## src/rtl/regfile_pkg.sv

```systemverilog
// Shared types and default sizing for regfile and its write-port arbiter.
package regfile_pkg;

  localparam int unsigned RF_DATA_WIDTH = 32;
  localparam int unsigned RF_NUM_REGS   = 32;

  typedef enum logic {
    S_INIT = 1'b0,
    S_RUN  = 1'b1
  } state_e;

  typedef enum logic {
    REQ0 = 1'b0,
    REQ1 = 1'b1
  } req_id_e;

endpackage

```

## src/rtl/rr_arbiter2.sv

```systemverilog
// Two-way round-robin arbiter; the last winner loses the next tie.
module rr_arbiter2
  import regfile_pkg::*;
(
  input  logic clk,
  input  logic rst,
  input  logic en,
  input  logic req0_valid,
  input  logic req1_valid,
  input  logic adv,
  output logic gnt0,
  output logic gnt1
);

  req_id_e last_grant_q, last_grant_d;

  always_comb begin
    gnt0 = 1'b0;
    gnt1 = 1'b0;
    if (en) begin
      if (req0_valid && (!req1_valid || last_grant_q == REQ1)) begin
        gnt0 = 1'b1;
      end else if (req1_valid) begin
        gnt1 = 1'b1;
      end
    end
  end

  always_comb begin
    last_grant_d = last_grant_q;
    if (adv) begin
      last_grant_d = gnt1 ? REQ1 : REQ0;
    end
  end

  // Reset to REQ1 so that requester 0 wins the first tie.
  always_ff @(posedge clk or posedge rst) begin
    if (rst) begin
      last_grant_q <= REQ1;
    end else begin
      last_grant_q <= last_grant_d;
    end
  end

endmodule

```

## src/rtl/regfile_write_arbiter.sv

```systemverilog
// Owns the regfile write port: sweeps all registers to INIT_VALUE after reset,
// then shares the port round-robin between two valid/ready writeback requesters.
module regfile_write_arbiter
  import regfile_pkg::*;
#(
  parameter int unsigned DATA_WIDTH = RF_DATA_WIDTH,
  parameter int unsigned NUM_REGS = RF_NUM_REGS,
  parameter logic [DATA_WIDTH-1:0] INIT_VALUE = '0,
  parameter bit ZERO_REG_EN = 1'b1,
  localparam int unsigned AW = $clog2(NUM_REGS)
) (
  input  logic                  clk,
  input  logic                  rst,
  input  logic                  req0_valid,
  input  logic [AW-1:0]         req0_addr,
  input  logic [DATA_WIDTH-1:0] req0_data,
  output logic                  req0_ready,
  input  logic                  req1_valid,
  input  logic [AW-1:0]         req1_addr,
  input  logic [DATA_WIDTH-1:0] req1_data,
  output logic                  req1_ready,
  output logic                  rf_we,
  output logic [AW-1:0]         rf_rd,
  output logic [DATA_WIDTH-1:0] rf_d,
  output logic                  init_done,
  output logic                  err
);

  localparam logic [AW-1:0] LAST_IDX   = AW'(NUM_REGS - 1);
  localparam logic [AW:0]   ADDR_LIMIT = (AW + 1)'(NUM_REGS);

  state_e                  state_q, state_d;
  logic [AW-1:0]           cnt_q, cnt_d;
  logic                    rf_we_q, rf_we_d;
  logic [AW-1:0]           rf_rd_q, rf_rd_d;
  logic [DATA_WIDTH-1:0]   rf_d_q, rf_d_d;
  logic                    init_done_q, init_done_d;
  logic                    err_q, err_d;

  logic                    gnt0, gnt1, xfer;
  logic [AW-1:0]           win_addr;
  logic [DATA_WIDTH-1:0]   win_data;
  logic                    out_of_range, zero_hit;

  rr_arbiter2 u_arb (
    .clk        (clk),
    .rst        (rst),
    .en         (state_q == S_RUN),
    .req0_valid (req0_valid),
    .req1_valid (req1_valid),
    .adv        (xfer),
    .gnt0       (gnt0),
    .gnt1       (gnt1)
  );

  assign req0_ready = gnt0;
  assign req1_ready = gnt1;
  assign xfer       = gnt0 | gnt1;

  always_comb begin
    state_d      = state_q;
    cnt_d        = cnt_q;
    rf_we_d      = 1'b0;
    rf_rd_d      = rf_rd_q;
    rf_d_d       = rf_d_q;
    init_done_d  = init_done_q;
    err_d        = 1'b0;
    win_addr     = gnt1 ? req1_addr : req0_addr;
    win_data     = gnt1 ? req1_data : req0_data;
    out_of_range = ({1'b0, win_addr} >= ADDR_LIMIT);
    zero_hit     = ZERO_REG_EN && (win_addr == '0);
    case (state_q)
      S_INIT: begin
        rf_we_d = 1'b1;
        rf_rd_d = cnt_q;
        rf_d_d  = INIT_VALUE;
        if (cnt_q == LAST_IDX) begin
          state_d     = S_RUN;
          init_done_d = 1'b1;
        end else begin
          cnt_d = cnt_q + 1'b1;
        end
      end
      S_RUN: begin
        // Suppressed writes (reg 0, out of range) are still accepted and registered.
        if (xfer) begin
          rf_rd_d = win_addr;
          rf_d_d  = win_data;
          rf_we_d = !out_of_range && !zero_hit;
          err_d   = out_of_range;
        end
      end
    endcase
  end

  always_ff @(posedge clk or posedge rst) begin
    if (rst) begin
      state_q     <= S_INIT;
      cnt_q       <= '0;
      rf_we_q     <= 1'b0;
      rf_rd_q     <= '0;
      rf_d_q      <= '0;
      init_done_q <= 1'b0;
      err_q       <= 1'b0;
    end else begin
      state_q     <= state_d;
      cnt_q       <= cnt_d;
      rf_we_q     <= rf_we_d;
      rf_rd_q     <= rf_rd_d;
      rf_d_q      <= rf_d_d;
      init_done_q <= init_done_d;
      err_q       <= err_d;
    end
  end

  assign rf_we     = rf_we_q;
  assign rf_rd     = rf_rd_q;
  assign rf_d      = rf_d_q;
  assign init_done = init_done_q;
  assign err       = err_q;

endmodule

```

## config.mk

```make
export PLATFORM = sky130hd
export DESIGN_NAME = regfile_write_arbiter
export DESIGN_NICKNAME = d
export VERILOG_FILES = /design/src/rtl/regfile_pkg.sv /design/src/rtl/rr_arbiter2.sv /design/src/rtl/regfile_write_arbiter.sv
export SDC_FILE = /design/constraint.sdc
export NUM_CORES = 1
export LEC_CHECK = 0
export BUFFER_PORTS_ARGS = -buffer_cell sky130_fd_sc_hd__buf_2
export CAP_MARGIN = 20
export CORE_AREA = 3 3 75 77
export DETAILED_ROUTE_END_ITERATION = 16
export DIE_AREA = 0 0 78 80
export PLACE_DENSITY = 0.85
export SKIP_CTS_REPAIR_TIMING = 1
export SLEW_MARGIN = 25
export SYNTH_ARGS = -nofsm -noshare
export SYNTH_HDL_FRONTEND = slang
export SYNTH_SLANG_ARGS = --single-unit
```

## constraint.sdc

```tcl
create_clock -name clk -period 6 [get_ports clk]
set_clock_uncertainty 0.2 [all_clocks]
set_input_delay 0.6 -clock clk [delete_from_list [all_inputs] [get_ports clk]]
set_output_delay 0.6 -clock clk [all_outputs]
set_load 0.02 [all_outputs]
```

# Yosys cells after proc, flatten, opt, wreduce, memory -nomap -nowiden
# Cells that the tools add are included.
dict set report classes {
  bitwise 3
  mux 16
  n_addsub 1
  eq_ne 2
  reduce_logical 7
}
# op n
set ops {}
lappend ops {{$mux W32} 2}
lappend ops {{$pmux W32 S2} 1}
lappend ops {{$mux W5} 2}
lappend ops {{$pmux W5 S2} 1}
lappend ops {{$mux W1} 9}
lappend ops {{$add A5 B1 Y5 const B} 1}
lappend ops {{$eq A5 B5 Y1 const B} 1}
lappend ops {{$logic_not A5 Y1} 1}
lappend ops {{$reduce_and A2 Y1} 2}
lappend ops {{$logic_not A1 Y1} 2}
lappend ops {{$ne A2 B1 Y1 const B} 1}
lappend ops {{$not A1 Y1} 2}
lappend ops {{$pmux W1 S2} 1}
lappend ops {{$logic_and A1 B1 Y1} 1}
lappend ops {{$logic_or A1 B1 Y1} 1}
lappend ops {{$or A1 B1 Y1} 1}
dict set report word_totals {
  reg_bits 46
  in_bits 78
}

# Logic depth before layout (Yosys ltp)
# Gate-level depths: netlist of the first run.
dict set report logic_depth {
  ltp_word 10
  mapped_depth 6
  depth_no_buf 6
}

# Cells and area by module
# From an unflattened synthesis of the first run, not the netlist that was laid out.
dict set report hier_totals {
  hier_cells 246
  hier_area_um2 2363.5
}
# module area_each_um2 n_inst cells_each seq_area_each_um2
set by_module_without_submodules {}
lappend by_module_without_submodules {regfile_write_arbiter 2293.4 1 237 1126.1}
lappend by_module_without_submodules {rr_arbiter2 70.1 1 9 26.3}

# Worst setup path before layout of the first run
# OpenSTA, ideal clock, no wires.
dict set report synth_timing {
  path_kind {input port to output port}
  from {in req1_valid}
  to {out req1_ready}
  slack_ns 3.911
  path_stages 4
  required_time_ns 5.200
  t_arrival_ns 1.289
  path_buffers 2
  path_cell_list {buf_4 > nand2_1 > clkbuf_2 > nor2_1}
}
dict set report synth_via {
  elab_chain_len 5
}
# element line
set synth_lines {}
lappend synth_lines {{start, declared} regfile_write_arbiter.sv:18} ;# input logic req1_valid,
lappend synth_lines {{$logic_not A1 Y1} rr_arbiter2.sv:21} ;# if (req0_valid && (!req1_valid || last_grant_q == REQ1)) begin
lappend synth_lines {{$logic_or A1 B1 Y1} rr_arbiter2.sv:21}
lappend synth_lines {{$logic_and A1 B1 Y1} rr_arbiter2.sv:21}
lappend synth_lines {{$mux W1 (*)} rr_arbiter2.sv:21}
lappend synth_lines {{$mux W1 (*)} rr_arbiter2.sv:20} ;# if (en) begin
lappend synth_lines {{end, declared} regfile_write_arbiter.sv:21} ;# output logic req1_ready,
# Every way passes the cells marked *; elsewhere a longest branch is shown, timed or not.

# Final worst setup path of the first run
dict set report layout_timing {
  from {reg state_q}
  to {out req1_ready}
}
dict set report layout_via {
  elab_chain_len 1
}
# element line
set layout_lines {}
lappend layout_lines {{start, declared} regfile_write_arbiter.sv:32} ;# state_e state_q, state_d;
lappend layout_lines {{start signal, assigned} regfile_write_arbiter.sv:106} ;# state_q <= state_d;
lappend layout_lines {{$mux W1} rr_arbiter2.sv:20}
# Every way passes these cells.

==> key figures, run 1 <==
Logic synthesis
  – Most numerous cell in the Yosys netlist: o21ai_0
  – Leading post-synthesis cells by cell area: dfrtp_1, o21ai_0, a31oi_1, nand3_1, buf_6
  – Synth async-reset ratio: 100.0%
  – Area leader, netlist: dfrtp_1
  – Sequential-to-total area share from yosys stat: 47.60%
  – Post-synth EDFFs: 0
  – Commonest cells in the synthesized netlist: o21ai_0, dfrtp_1, a31oi_1, nand3_1, buf_6
  – Avg Synthesized Cell Area: 9.276 µm²
  – Synth Instances: 261
  – Synthesized cell area: 2421 µm²
  – Synth Register Bits: 46
  – Top FF cell, synth: dfrtp_1
  – Post-synthesis cell type count: 34
  – Syn nets: 341
  – Yosys top cell area share: 46.51%
  – Warnings from Yosys: 0

Timing
  – Final min period: 2.844 ns
  – Period utilisation layout: 47.40%
  – Slew @ Worst Pin: 0.9358 ns
  – Final hold slack: 0.2272 ns
  – Fin. max-slew vios: 0
  – Final Hold Viols: 0
  – Worst slew margin relative to its limit: 37.46%
  – Setup TNS: 0 ns
  – Final setup violation count: 0
  – Max frequency: 351.6 MHz
  – RSZ-0062 raised after global routing: false

Global routing
  – Antenna violations before repair: 0
  – Largest net degree at the start of global routing: 68
  – Grt peak-use layer: met2
  – Grt ovf: 0
  – Met3 Usage GRT: 5.643%
  – Vias in the first global route: 2204
  – Global routing met1 resource utilization: 25.36%
  – Met2 Resource Use GR: 33.90%
  – Global-route wire length before repair: 10070 µm
  – Total GRT Usage: 19.98%

Setup path
  – Type of origin of the critical path: flop
  – Setup CP Type: flop to primary output
  – Nature of the critical path endpoint: primary output
  – Critical Path RT: 5.20 ns
  – R2R depth: 4
  – WP data arrival: 2.04 ns
  – Worst Path Max Fanout: 46

Floorplan
  – IO Count: 120
  – Die W: 78 µm
  – Chip Height: 80 µm
  – Starting density of the core: 47.71%
  – Core area: 5075 µm²
  – Num rows: 26
  – Die Area: 6240 µm²

Hold path
  – HP Class: primary input to async pin

Cells and area
  – Final nets: 438
  – Post-route cell area: 2983 µm²
  – Area Growth Syn to Fin: 23.20%
  – FF/Latch Area: 1152 µm²
  – Share of layout cells above drive strength 1: 37.33%
  – # fillers: 477
  – Antenna cells: 0
  – Multi-input gate area: 1033 µm²

Detailed routing
  – Final routed DRC violation total: 0
  – DRT antenna net count: 0
  – 1st-iter DRT viols: 109
  – DR WL/cell: 14.90 µm
  – Vias per cell: 5.646
  – DR pass1 iterations: 5
  – DRT Wirelength: 6394 µm
  – Via Count: 2422

Placement
  – Port bufs: 118
  – Routability cong.: 0.8450
  – Detail Placement HPWL: 4272 µm
  – Placed inst area: 2889 µm²

Clocking
  – Worst-path clk slew: 0.08 ns
  – Root buffer cell: clkbuf_8
  – CTS Buf Count: 5
  – TritonCTS clock tree: done
  – Sink Count: 46
  – Clk buf depth: 2
  – Insertion delay to the later sink of the worst-skew pair: 0.29 ns
  – CTS H-Tree Depth: 2

Flow run
  – Max-cap viol count: 0

Power and ir drop
  – Final Power: 0.0007413 W
  – Power density over the cells: 248.5 nW/µm²
  – Maximum vdd drop: 135.5 µV
  – Leakage: 1.359 nW

Outcome
  – Status: finished clean
## where the power goes
part	switching (W)	leakage (nW)	internal, W
combinational	0.000120	0.799	0.0000694
sequential	0.0000162	0.512	0.000343
clock	0.000100	0.0482	0.0000931
## registers in the layout (all words and copies together) (netlist names)
name	count
cnt_q	5
init_done	1
rf_d	32
rf_rd	5
rf_we	1
state_q	1
u_arb.last_grant_q	1
## worst max-delay path, cell delays in order, from the launching register on
cell     delay [ns]
dfrtp_1        0.33
buf_4          0.35
nand2_1        0.64
nor2_1         0.23
buf_2          0.19
## layout by cell type (no fill, tap or decap)
master,instances
a21oi_1,2
a21bo_2,1
or2_4,1
nand2_1,3
o2bb2ai_1,1
o21ai_0,66
a21o_1,1
inv_1,4
and2_1,1
nor3b_1,2
ha_1,2
buf_2,118
or4_1,2
and2b_1,1
buf_4,1
nand4_1,1
and3_1,2
nand3_1,33
mux2_2,1
o32ai_1,2
clkbuf_1,1
nand2b_1,1
nand2_2,1
and2_2,2
clkinv_2,2
a32oi_1,3
a221oi_1,2
o21ai_1,3
dfrtp_1,45
nor2_1,8
dfstp_2,1
xnor2_1,3
a31oi_1,35
conb_1,1
clkbuf_8,6
## stage by stage
step | setup WS [ns] | utilization, % | std cells
2_1_floorplan | 3.911 | - | 261
3_3_place_gp | 3.297 | 56.90 | 421
3_5_place_dp | 3.270 | 56.93 | 421
4_1_cts | 3.104 | 58.73 | 429
5_1_grt | 2.891 | 58.78 | 429
6_report | 3.156 | 58.78 | 429
## layer usage
metal | vias up | part of all wire, %
li1 | 1157 | -
met2 | 123 | 48
met4 | 0 | 0.36
met1 | 1138 | 43
met5 | - | 0
met3 | 4 | 8.6
## final timing paths
| path | start | to | slack (ns) |
|---|---|---|---|
| min | rst | rf_d[13] | 0.23 |
| max | state_q | req1_ready | 3.16 |
| max reg2reg | state_q | rf_d[3] | 3.79 |
| min reg2reg | init_done | init_done | 0.26 |
| min in group clk | init_done | init_done | 0.26 |
| max in group asynchronous | rst | rf_d[22] | 4.89 |
## area by class of cell
class,count,area share [%]
inverter,5,0.6711
sequential,46,38.63
multi-input combinational,181,34.65
tap,70,2.936
clock buffer,7,2.894
timing repair buffer,119,20.05
clock inverter,1,0.1678
## logic make-up after synthesis
family                     synth area share (%)
AOI/OAI and AO/OA                         27.34
and+or+nand+nor                           12.51
DFF                                       47.60
buffers and inverters                     9.819
xor gates and xnor gates                  1.085
adders and majority gates                 1.033
other                                    0.1549
muxes                                    0.4651
(Power assumes the default switching activity.)
==> run 2: changes to the inputs <==
--- a/config.mk
+++ b/config.mk
@@ -7,10 +7,10 @@
 export LEC_CHECK = 0
 export BUFFER_PORTS_ARGS = -buffer_cell sky130_fd_sc_hd__buf_2
 export CAP_MARGIN = 20
-export CORE_AREA = 3 3 75 77
+export CORE_AREA = 3 3 77 79
 export DETAILED_ROUTE_END_ITERATION = 16
-export DIE_AREA = 0 0 78 80
-export PLACE_DENSITY = 0.85
+export DIE_AREA = 0 0 80 82
+export PLACE_DENSITY = 0.81
 export SKIP_CTS_REPAIR_TIMING = 1
 export SLEW_MARGIN = 25
 export SYNTH_ARGS = -nofsm -noshare
==> constraint.sdc (replaced) <==
create_clock -name clk -period 2.8 [get_ports clk]
set_clock_uncertainty 0.2 [all_clocks]
set_input_delay 0.28 -clock clk [delete_from_list [all_inputs] [get_ports clk]]
set_output_delay 0.28 -clock clk [all_outputs]
set_load 0.02 [all_outputs]
==> key figures, run 2 (synthesized netlist as in run 1, its figures left out) <==
Outcome
  – Status: finished clean

Power and ir drop
  – Power density over the cells: 550.2 nW/µm² (+120%)
  – Maximum vdd drop: 265.8 µV (+96%)
  – Leakage: 1.382 nW (+1.6%)
  – Final Power: 0.001669 W (+130%)

Setup path
  – WP data arrival: 1.88 ns (-0.16 ns)
  – Crit-path cells: and2_1, buf_4, nor2_1, buf_2
  – Worst Path Max Fanout: 15 (-67%)
  – Type of origin of the critical path: flop
  – Setup CP Type: flop to primary output
  – Nature of the critical path endpoint: primary output
  – Critical path's slowest cell: dfstp_2
  – Max incr delay on CP: 0.59 ns (-0.05 ns)
  – Critical Path RT: 2.32 ns (-2.88 ns)

Cells and area
  – Area Growth Syn to Fin: 25.27%
  – Commonest non-fill, non-tap cell in the layout: buf_2
  – Share of layout cells above drive strength 1: 36.91% (-0.41 points)
  – Leading cell types in the layout, fill and taps excluded: buf_2, o21ai_0, dfrtp_1, a31oi_1, nand3_1
  – Final nets: 442 (+0.91%)
  – Number of flip-flops in the largest register: 32 (unchanged)

Global routing
  – Grt ovf: 0 (unchanged)
  – Vias in the first global route: 2217 (+0.59%)
  – Total GRT Usage: 19.77% (-0.21 points)
  – Global-route wire length before repair: 10320 µm (+2.5%)
  – Largest net degree at the start of global routing: 68 (unchanged)
  – Antenna violations before repair: 0 (unchanged)

Floorplan
  – Num rows: 27 (+3.8%)
  – Die W: 80 µm (+2.6%)
  – Chip Height: 82 µm (+2.5%)
  – IO Count: 120 (unchanged)
  – Core area: 5405 µm² (+6.5%)
  – Die Area: 6560 µm² (+5.1%)
  – Starting density of the core: 44.79% (-2.9 points)

Detailed routing
  – DR WL/cell: 15.63 µm (+4.9%)
  – 1st-iter DRT viols: 167 (+53%)
  – Vias per cell: 5.748 (+1.8%)
  – Final routed DRC violation total: 0 (unchanged)
  – DRT antenna net count: 0 (unchanged)
  – DR pass1 iterations: 5 (unchanged)
  – DRT Wirelength: 6816 µm (+6.6%)
  – Via Count: 2506 (+3.5%)

Timing
  – Final min period: 2.360 ns
  – Period utilisation layout: 84.28%
  – Final Hold Viols: 0 (unchanged)
  – Slew @ Worst Pin: 0.9450 ns (+0.009244 ns)
  – Fin. max-slew vios: 0 (unchanged)
  – RSZ-0062 raised after global routing: false
  – Worst slew margin relative to its limit: 36.85% (-0.62 points)
  – Setup TNS: 0 ns (unchanged)
  – Max frequency: 423.8 MHz
  – Final setup violation count: 0 (unchanged)

Clocking
  – TritonCTS clock tree: done
  – Worst-path clk slew: 0.08 ns (about the same)
  – Sink Count: 46 (unchanged)
  – Insertion delay to the later sink of the worst-skew pair: 0.29 ns (about the same)
  – CTS H-Tree Depth: 2 (unchanged)
  – Clk buf depth: 2 (unchanged)
  – CTS Buf Count: 5 (unchanged)
  – Root buffer cell: clkbuf_8

Flow run
  – Max-cap viol count: 0 (unchanged)

Hold path
  – HP Class: primary input to flop

Placement
  – Detail Placement HPWL: 4724 µm (+11%)
  – Port bufs: 118 (unchanged)
  – Routability cong.: 0.8108 (-4.0%)
## run 2: cell count changes in the layout (fill, tap and decap cells not counted), sizes merged
cell / previous run / this run
dlygate4sd3: 0 / 1
diode: 0 / 1
clkinv: 2 / 1
buf: 119 / 122
bufinv: 0 / 1
## run 2: worst paths after layout
| check | startpoint | to | slack [ns] | depth (start not counted) |
|---|---|---|---|---|
| worst max-delay path | u_arb.last_grant_q | req1_ready | 0.44 | 4 |
| worst min-delay path | req1_data[16] | rf_d[16] | 0.05 | 3 |
| worst max register to register | state_q | rf_d[8] | 0.76 | 5 |
| worst min register to register | init_done | init_done | 0.29 | 1 |
| max in group asynchronous | rst | rf_we | 1.46 | 3 |
| min in group asynchronous | rst | rf_d[18] | 0.47 | 3 |
## run 2: power breakdown
part | internal (W) | switching [W] | total (W)
Clock | 0.000267 | 0.000217 | 0.000485
Combinational | 0.000153 | 0.000258 | 0.000412
Sequential | 0.000735 | 0.0000375 | 0.000772
## run 2: layout make-up
cell class                      count  area, µm²
Inverter                            5      20.02
Clock inverter                      1      30.03
Sequential cell                    46       1152
Timing Repair Buffer              123      630.6
Fill cell                         503       2372
Clock buffer                        7      76.32
Multi-Input combinational cell    181       1031
Antenna cell                        1      2.502
Tap cell                           72      90.09
## run 2: routing by layer
layer / GRT usage, % / wire length, µm / up-vias
met5: 0 / 0 / -
met4: 5.912 / 56 / 0
met3: 4.605 / 570 / 7
met2: 33.44 / 3404 / 113
met1: 25.23 / 2784 / 1218
li1: - / - / 1168
## run 2: worst max-delay path: cells and delay by family (launching register included)
family,cells,cell delay (ns)
flip-flops,1,0.59
AND/OR/NAND/NOR,2,0.54
buffers and inverters,2,0.45
## run 2: stage by stage
| stage | hold slack, ns | instances | util (%) | setup WS [ns] | instance area (µm²) |
|---|---|---|---|---|---|
| finish | 0.04768 | 436 | 56.11 | 0.4402 | 3033 |
| global route | 0.04220 | 435 | 56.06 | 0.3328 | 3030 |
| CTS | 0.04246 | 434 | 55.86 | 0.4487 | 3019 |
| detailed placement | 0.2803 | 426 | 53.89 | 0.7487 | 2913 |
| global placement | 0.2429 | 426 | 53.89 | 0.7987 | 2913 |
| floorplan | 0.2385 | 261 | - | 0.8972 | 2421 |
